===== config.mk =====
export PLATFORM = sky130hd
export DESIGN_NAME = pc_fetch_flat
export DESIGN_NICKNAME = d
export VERILOG_FILES = /design/src/rtl/mips_pkg.sv /design/src/rtl/pc_fetch_if.sv /design/src/rtl/npc_sel.sv /design/src/rtl/pc_fetch.sv /design/src/flat_wrapper.sv
export SDC_FILE = /design/constraint.sdc
export NUM_CORES = 1
export LEC_CHECK = 0
export ABC_AREA = 1
export CORE_MARGIN = 8
export CORE_UTILIZATION = 46
export CTS_BUF_LIST = sky130_fd_sc_hd__clkbuf_4 sky130_fd_sc_hd__clkbuf_8
export DETAILED_ROUTE_END_ITERATION = 8
export PLACE_DENSITY = 0.83
export SLEW_MARGIN = 20
export SYNTH_ARGS = -nofsm -noshare
export SYNTH_HDL_FRONTEND = slang
export SYNTH_SLANG_ARGS = --single-unit

===== constraint.sdc =====
create_clock -name clk -period 3.6 [get_ports clk]
set_clock_uncertainty 0.1 [all_clocks]
set_input_delay 0.54 -clock clk [delete_from_list [all_inputs] [get_ports clk]]
set_output_delay 0.54 -clock clk [all_outputs]
set_load 0.01 [all_outputs]

===== src/rtl/mips_pkg.sv =====
// Shared constants and encodings for the MIPS front end: reset/exception
// addresses, word width, next-PC source codes and the redirect-buffer states.
package mips_pkg;

    localparam int          WORD_W         = 32;
    localparam logic [31:0] RESET_PC_DEF   = 32'h0000_3000;
    localparam logic [31:0] EXC_VECTOR_DEF = 32'h0000_4180;
    localparam int unsigned IM_BYTES_DEF   = 4096;

    // NPC_HOLD marks a stalled edge on which the PC register is not loaded.
    typedef enum logic [2:0] {
        NPC_SEQ  = 3'd0,
        NPC_BR   = 3'd1,
        NPC_J    = 3'd2,
        NPC_JR   = 3'd3,
        NPC_EXC  = 3'd4,
        NPC_ERET = 3'd5,
        NPC_PEND = 3'd6,
        NPC_HOLD = 3'd7
    } npc_src_t;

    typedef enum logic {
        ST_IDLE = 1'b0,
        ST_PEND = 1'b1
    } pend_state_t;

endpackage


===== src/rtl/pc_fetch_if.sv =====
// Control/redirect inputs and PC outputs of the fetch PC stage.
// slave is the fetch stage itself, master is the pipeline driving it.
interface pc_fetch_if;
    logic        stall_i;
    logic        br_taken_i;
    logic [31:0] br_target_i;
    logic        j_i;
    logic [25:0] j_index_i;
    logic [31:0] id_pc_plus4_i;
    logic        jr_i;
    logic [31:0] jr_target_i;
    logic        exc_i;
    logic        eret_i;
    logic [31:0] epc_i;
    logic [31:0] pc_o;
    logic [31:0] pc_plus4_o;
    logic        pend_o;
    logic        misalign_o;
    logic        range_err_o;
    logic [31:0] fetch_cnt_o;

    modport slave (
        input  stall_i, br_taken_i, br_target_i, j_i, j_index_i, id_pc_plus4_i,
               jr_i, jr_target_i, exc_i, eret_i, epc_i,
        output pc_o, pc_plus4_o, pend_o, misalign_o, range_err_o, fetch_cnt_o
    );

    modport master (
        output stall_i, br_taken_i, br_target_i, j_i, j_index_i, id_pc_plus4_i,
               jr_i, jr_target_i, exc_i, eret_i, epc_i,
        input  pc_o, pc_plus4_o, pend_o, misalign_o, range_err_o, fetch_cnt_o
    );
endinterface


===== src/rtl/npc_sel.sv =====
// Combinational next-PC selection: decodes the ID-stage redirect and picks
// the next PC and its source by priority exc > eret > stall > redirect > pending > seq.
module npc_sel
    import mips_pkg::*;
#(
    parameter logic [31:0] EXC_VECTOR = EXC_VECTOR_DEF
) (
    input  logic        i_exc,
    input  logic        i_eret,
    input  logic        i_stall,
    input  logic        i_br_taken,
    input  logic [31:0] i_br_target,
    input  logic        i_j,
    input  logic [25:0] i_j_index,
    input  logic [31:0] i_id_pc_plus4,
    input  logic        i_jr,
    input  logic [31:0] i_jr_target,
    input  logic [31:0] i_epc,
    input  logic        i_pend_valid,
    input  logic [31:0] i_pend_target,
    input  logic [31:0] i_pc,
    output logic        o_redir,
    output logic [31:0] o_redir_tgt,
    output logic [31:0] o_npc,
    output npc_src_t    o_src
);

    npc_src_t w_redir_src;
    logic     w_unused_pc4;

    // Only the region bits of PC+4 feed the jump target.
    assign w_unused_pc4 = &{1'b0, i_id_pc_plus4[27:0]};

    always_comb begin
        o_redir     = i_jr | i_j | i_br_taken;
        o_redir_tgt = i_br_target;
        w_redir_src = NPC_BR;
        if (i_jr) begin
            o_redir_tgt = i_jr_target;
            w_redir_src = NPC_JR;
        end else if (i_j) begin
            o_redir_tgt = {i_id_pc_plus4[31:28], i_j_index, 2'b00};
            w_redir_src = NPC_J;
        end
    end

    always_comb begin
        o_npc = i_pc + 32'd4;
        o_src = NPC_SEQ;
        if (i_exc) begin
            o_npc = EXC_VECTOR;
            o_src = NPC_EXC;
        end else if (i_eret) begin
            o_npc = i_epc;
            o_src = NPC_ERET;
        end else if (i_stall) begin
            o_npc = i_pc;
            o_src = NPC_HOLD;
        end else if (o_redir) begin
            o_npc = o_redir_tgt;
            o_src = w_redir_src;
        end else if (i_pend_valid) begin
            o_npc = i_pend_target;
            o_src = NPC_PEND;
        end
    end

endmodule


===== src/rtl/pc_fetch.sv =====
// Fetch PC register with redirect buffering across stalls, fetch counter and
// alignment/window flags for the 4 KiB instruction memory.
//   state   | meaning
//   ST_IDLE | no redirect buffered
//   ST_PEND | redirect captured during a stall, applied on the first unstalled edge
module pc_fetch
    import mips_pkg::*;
#(
    parameter logic [31:0] RESET_PC   = RESET_PC_DEF,
    parameter logic [31:0] EXC_VECTOR = EXC_VECTOR_DEF,
    parameter int unsigned IM_BYTES   = IM_BYTES_DEF
) (
    input  logic        clk,
    input  logic        rst,
    pc_fetch_if.slave   bus
);

    logic [31:0] r_pc;
    logic [31:0] r_pend_target;
    logic [31:0] r_fetch_cnt;
    pend_state_t r_state;

    logic        w_pend_valid;
    logic        w_redir;
    logic [31:0] w_redir_tgt;
    logic [31:0] w_npc;
    npc_src_t    w_src;
    logic        w_load;
    logic [31:0] w_pc_off;

    assign w_pend_valid = (r_state == ST_PEND);
    assign w_load       = (w_src != NPC_HOLD);

    npc_sel #(
        .EXC_VECTOR (EXC_VECTOR)
    ) u_npc_sel (
        .i_exc         (bus.exc_i),
        .i_eret        (bus.eret_i),
        .i_stall       (bus.stall_i),
        .i_br_taken    (bus.br_taken_i),
        .i_br_target   (bus.br_target_i),
        .i_j           (bus.j_i),
        .i_j_index     (bus.j_index_i),
        .i_id_pc_plus4 (bus.id_pc_plus4_i),
        .i_jr          (bus.jr_i),
        .i_jr_target   (bus.jr_target_i),
        .i_epc         (bus.epc_i),
        .i_pend_valid  (w_pend_valid),
        .i_pend_target (r_pend_target),
        .i_pc          (r_pc),
        .o_redir       (w_redir),
        .o_redir_tgt   (w_redir_tgt),
        .o_npc         (w_npc),
        .o_src         (w_src)
    );

    always_ff @(posedge clk or posedge rst) begin
        if (rst) begin
            r_pc          <= RESET_PC;
            r_pend_target <= RESET_PC;
            r_fetch_cnt   <= 32'd0;
            r_state       <= ST_IDLE;
        end else begin
            if (w_load) begin
                r_pc        <= w_npc;
                r_fetch_cnt <= r_fetch_cnt + 32'd1;
                r_state     <= ST_IDLE;
            end else if (w_redir) begin
                // Newest redirect seen during the stall replaces any older one.
                r_pend_target <= w_redir_tgt;
                r_state       <= ST_PEND;
            end
        end
    end

    // Unsigned offset from the window base: PCs below the base wrap and flag.
    assign w_pc_off        = r_pc - RESET_PC;
    assign bus.pc_o        = r_pc;
    assign bus.pc_plus4_o  = r_pc + 32'd4;
    assign bus.pend_o      = w_pend_valid;
    assign bus.misalign_o  = (r_pc[1:0] != 2'b00);
    assign bus.range_err_o = (w_pc_off >= 32'(IM_BYTES));
    assign bus.fetch_cnt_o = r_fetch_cnt;

endmodule


===== src/flat_wrapper.sv =====
// flat-port wrapper written by rule: the top's interface ports become plain ports
module pc_fetch_flat import mips_pkg::*;
#(
    parameter logic [31:0] RESET_PC   = RESET_PC_DEF,
    parameter logic [31:0] EXC_VECTOR = EXC_VECTOR_DEF,
    parameter int unsigned IM_BYTES   = IM_BYTES_DEF
)
  (clk, rst, bus_stall_i, bus_br_taken_i, bus_br_target_i, bus_j_i, bus_j_index_i, bus_id_pc_plus4_i, bus_jr_i, bus_jr_target_i, bus_exc_i, bus_eret_i, bus_epc_i, bus_pc_o, bus_pc_plus4_o, bus_pend_o, bus_misalign_o, bus_range_err_o, bus_fetch_cnt_o);
  pc_fetch_if bus_i ();
  input  logic clk;
  input  logic rst;
  input wire logic [$bits(bus_i.stall_i)-1:0] bus_stall_i;
  input wire logic [$bits(bus_i.br_taken_i)-1:0] bus_br_taken_i;
  input wire logic [$bits(bus_i.br_target_i)-1:0] bus_br_target_i;
  input wire logic [$bits(bus_i.j_i)-1:0] bus_j_i;
  input wire logic [$bits(bus_i.j_index_i)-1:0] bus_j_index_i;
  input wire logic [$bits(bus_i.id_pc_plus4_i)-1:0] bus_id_pc_plus4_i;
  input wire logic [$bits(bus_i.jr_i)-1:0] bus_jr_i;
  input wire logic [$bits(bus_i.jr_target_i)-1:0] bus_jr_target_i;
  input wire logic [$bits(bus_i.exc_i)-1:0] bus_exc_i;
  input wire logic [$bits(bus_i.eret_i)-1:0] bus_eret_i;
  input wire logic [$bits(bus_i.epc_i)-1:0] bus_epc_i;
  output wire logic [$bits(bus_i.pc_o)-1:0] bus_pc_o;
  output wire logic [$bits(bus_i.pc_plus4_o)-1:0] bus_pc_plus4_o;
  output wire logic [$bits(bus_i.pend_o)-1:0] bus_pend_o;
  output wire logic [$bits(bus_i.misalign_o)-1:0] bus_misalign_o;
  output wire logic [$bits(bus_i.range_err_o)-1:0] bus_range_err_o;
  output wire logic [$bits(bus_i.fetch_cnt_o)-1:0] bus_fetch_cnt_o;
  assign bus_i.stall_i = bus_stall_i;
  assign bus_i.br_taken_i = bus_br_taken_i;
  assign bus_i.br_target_i = bus_br_target_i;
  assign bus_i.j_i = bus_j_i;
  assign bus_i.j_index_i = bus_j_index_i;
  assign bus_i.id_pc_plus4_i = bus_id_pc_plus4_i;
  assign bus_i.jr_i = bus_jr_i;
  assign bus_i.jr_target_i = bus_jr_target_i;
  assign bus_i.exc_i = bus_exc_i;
  assign bus_i.eret_i = bus_eret_i;
  assign bus_i.epc_i = bus_epc_i;
  assign bus_pc_o = bus_i.pc_o;
  assign bus_pc_plus4_o = bus_i.pc_plus4_o;
  assign bus_pend_o = bus_i.pend_o;
  assign bus_misalign_o = bus_i.misalign_o;
  assign bus_range_err_o = bus_i.range_err_o;
  assign bus_fetch_cnt_o = bus_i.fetch_cnt_o;
  pc_fetch #(.RESET_PC(RESET_PC), .EXC_VECTOR(EXC_VECTOR), .IM_BYTES(IM_BYTES)) u_core (.clk(clk), .rst(rst), .bus(bus_i));
endmodule

==> flow_metrics.py, run 1 <==
metrics = {
    "power": {
        "cell_internal_pwr_uw": 2080,
        "post-layout-total-power_uw": 3250,
        "comb_power_share": 0.334,
        "ir_worst_vdd_v": 0.000295,
        "power.share.switching": 0.358,
        "netSwitchingPower_uw": 1160,
        "leakage_uw": 0.00437,
        "power_density_mw_per_mm2": 341,
        "seqPwrFrac": 0.443,
        "clock_power_share": 0.223,
    },
    "drt": {
        "routedWlPerCell_um": 16.6,
        "firstDrtPassIters": 5,
        "detail_route.vias_per_cell": 5.27,
        "drt.antenna.violating_nets": 0,
        "detailedRoute.firstIterationViolations": 688,
        "dr_total_vias": 7823,
        "route.detailed.drc": 0,
        "route.final.wire_length_um": 24600,
    },
    "clock_tree": {
        "clock-sinks": 97,
        "cts.clk_slew.worst_paths_ns": 0.10,
        "cts.htree.levels": 3,
        "ctsResizeCount": 0,
        "clock_latency_ns": 0.40,
        "cts-root-to-sink-buffers": 2,
        "cts_buffers": 9,
        "cts.root.buffer_cell": "clkbuf_8",
        "cts_tree": "built",
        "hold_buffers": 0,
        "cts_setup_buffers": 0,
    },
    "critical_path": {
        "critical_path.slowest_cell": "clkdlybuf4s50_1",
        "crit_family": "simple AND/OR/NAND/NOR gates",
        "crit_chain": "ha_1 -> inv_1 -> nor2_2 -> nand2_2 -> nor2_1 -> nand3b_1 -> nand2_1 -> clkdlybuf4s50_1",
        "timing.critical_path.required_ns": 2.96,
        "cp_num_buf_inv": 2,
        "crit_fanout": 5,
        "element_type_at_the_critical_path_end": "output port",
        "worst_path_arrival_time_ns": 2.57,
        "worst-setup-path-type": "flop to output port",
        "critPathMaxStageDelay_ns": 0.54,
        "setup.worst_path.start_class": "flop",
    },
    "logic_synthesis": {
        "synth_top_cell_area_share": 0.338,
        "number_of_distinct_library_cell_variants_in_the_gate_level_netlist_after_synthesis": 40,
        "synth.yosys.seq_area_share": 0.353,
        "synth_common_cells": "nand2_1, nor2_1, dfrtp_1",
        "mappedNetlistNets": 1249,
        "ys.flop_type": "dfrtp_1",
        "yosys.cell_count.top_type": "nand2_1",
        "yosysWarningCount": 0,
        "async_reset_ff_frac": 1.00,
        "yosys-top-cells-area": "dfrtp_1, nand2_1, nor2_1, o21ai_0, nand3_1",
        "ys_ff_latch": 97,
        "syn_area_mm2": 0.00689,
        "gate_count_after_technology_mapping": 1084,
        "post-synth-top-area-cell": "dfrtp_1",
        "number_of_enable_flip_flop_cells_after_synthesis": 0,
        "post_synth.cell_area_avg_um2": 6.36,
    },
    "timing": {
        "max_freq_ghz": 0.311,
        "min_period_ns": 3.21,
        "final-max-slew-violation-count": 0,
        "timing.slew.headroom": 0.494,
        "final_min_period_over_clock_period": 0.893,
        "hold_violations": 0,
        "rsz0062_at_grt": "no",
        "slew_at_the_pin_closest_to_its_max_slew_limit_ns": 0.758,
        "finalSetupViolations": 0,
        "timing.setup.tns_ns": 0,
    },
    "global_route": {
        "grt_overflow": 0,
        "grt_first_pass_wirelength_um": 39300,
        "grt.total_usage": 0.250,
        "grt_start_max_net_pins": 59,
        "first_global_vias": 7528,
        "grt_antenna_before_repair": 0,
    },
    "die": {
        "chipWidth_um": 138,
        "design.portCount": 261,
        "initial_core_util": 0.472,
        "die_ar_mm2": 0.0191,
        "core_region_area_mm2": 0.0146,
        "placementRows": 44,
        "die_y_um": 138,
    },
    "place": {
        "numPortBuffers": 232,
        "hpwlAfterDp_um": 18800,
        "place_congestion": 0.958,
    },
    "finish": {
        "finalCoreUtilization": 0.653,
        "layout_cell_share_with_drive_strength_beyond_1": 0.0492,
        "area_growth_pct": 38.2,
        "nNetsFinal": 1460,
        "n_antenna_cell": 0,
    },
    "flow_run": {
        "max_cap_viol_count": 0,
    },
    "worst_hold_path": {
        "holdCritPathClass": "flop to flop",
    },
    "run_status": {
        "outcome": "complete, no violations",
    },
}
power groups by stage:
stage	clock (uW)	combinational [uW]	sequential, uW
after global routing	775	1200	1460
after detailed placement	0	1090	1450
after CTS	732	1090	1430
final	725	1090	1440
after global placement	0	1070	1440
after floorplan	0	492	1450
registers in the layout (all words and copies together) (netlist names):
register                flops
u_core.bus.fetch_cnt_o     32
u_core.bus.pc_o            32
u_core.r_pend_target       32
u_core.bus.pend_o           1
stage by stage:
| stage | setup WS [ns] | instance area [um^2] | hold slack (ns) | instances |
|---|---|---|---|---|
| finish | 0.385 | 9520 | 0.386 | 1484 |
| global route | 0.165 | 9520 | 0.416 | 1484 |
| CTS | 0.426 | 9520 | 0.389 | 1484 |
| detailed placement | 0.567 | 9330 | 0.363 | 1468 |
| global placement | 0.605 | 9330 | 0.353 | 1468 |
| floorplan | 0.433 | 6890 | 0.342 | 1084 |
layout make-up:
| class | count | area (um^2) |
|---|---|---|
| fill | 1291 | 5060 |
| multi-input combinational | 860 | 3930 |
| sequential | 97 | 2430 |
| timing repair buffer | 243 | 2420 |
| inverter | 84 | 320 |
| tap | 184 | 230 |
| clock buffer | 11 | 145 |
| clock inverter | 5 | 45.0 |
cell families after synthesis:
group	synth area share
adders and majority gates	0.00545
AOI/OAI and AO/OA	0.107
buffers and inverters	0.0763
DFF	0.353
and+or+nand+nor	0.409
xor gates and xnor gates	0.0492
metal layers:
layer / share of wire / track usage / vias up
li1: - / - / 3837
met4: 0.030 / 0.0915 / 0
met2: 0.47 / 0.405 / 338
met3: 0.090 / 0.0750 / 44
met5: 0 / 0 / -
met1: 0.41 / 0.309 / 3604
final timing paths:
path | endpoint | slack [ns] | from | depth (start not counted)
worst max-delay path | bus_pc_plus4_o[22] | 0.39 | u_core.bus.pc_o[3] | 8
worst min-delay path | u_core.r_pend_target[8] | 0.39 | u_core.r_pend_target[8] | 2
worst max register to register | u_core.bus.pc_o[20] | 1.57 | u_core.bus.pc_o[12] | 9
worst min register to register | u_core.r_pend_target[8] | 0.39 | u_core.r_pend_target[8] | 2
max in group asynchronous | u_core.bus.pc_o[12] | 2.20 | rst | 3
min in group asynchronous | u_core.r_pend_target[1] | 0.46 | rst | 2
layout by cell type (no fill, tap or decap), drive strengths merged, types with 6 or more instances in the layout:
cell and count:
inv 87, xor2 20, nand3 73, nand2 403
clkbuf 11, dfrtp 93, clkdlybuf4s50 232, nor3 11
buf 11, nand4 6, a21oi 44, o21ai 82
nor2 179, xnor2 17
tightest hold or removal path, cell delays in order, from the launching register on:
cell and delay [ns]:
dfrtp_1 0.36, nand2_1 0.05, nand2_1 0.05
Note: power is estimated with default switching activity, not from simulation.
==> run 2, diff against run 1 <==
SLEW_MARGIN = not set   (was 20)
==> results of run 2 <==
Same layout as run 1: the final DEF is identical, and so are final timing and power.
==> run 3, diff against run 2 <==
CAP_MARGIN = 20   (was not set)
==> results of run 3 <==
Same layout as run 1: the final DEF is identical, and so are final timing and power.
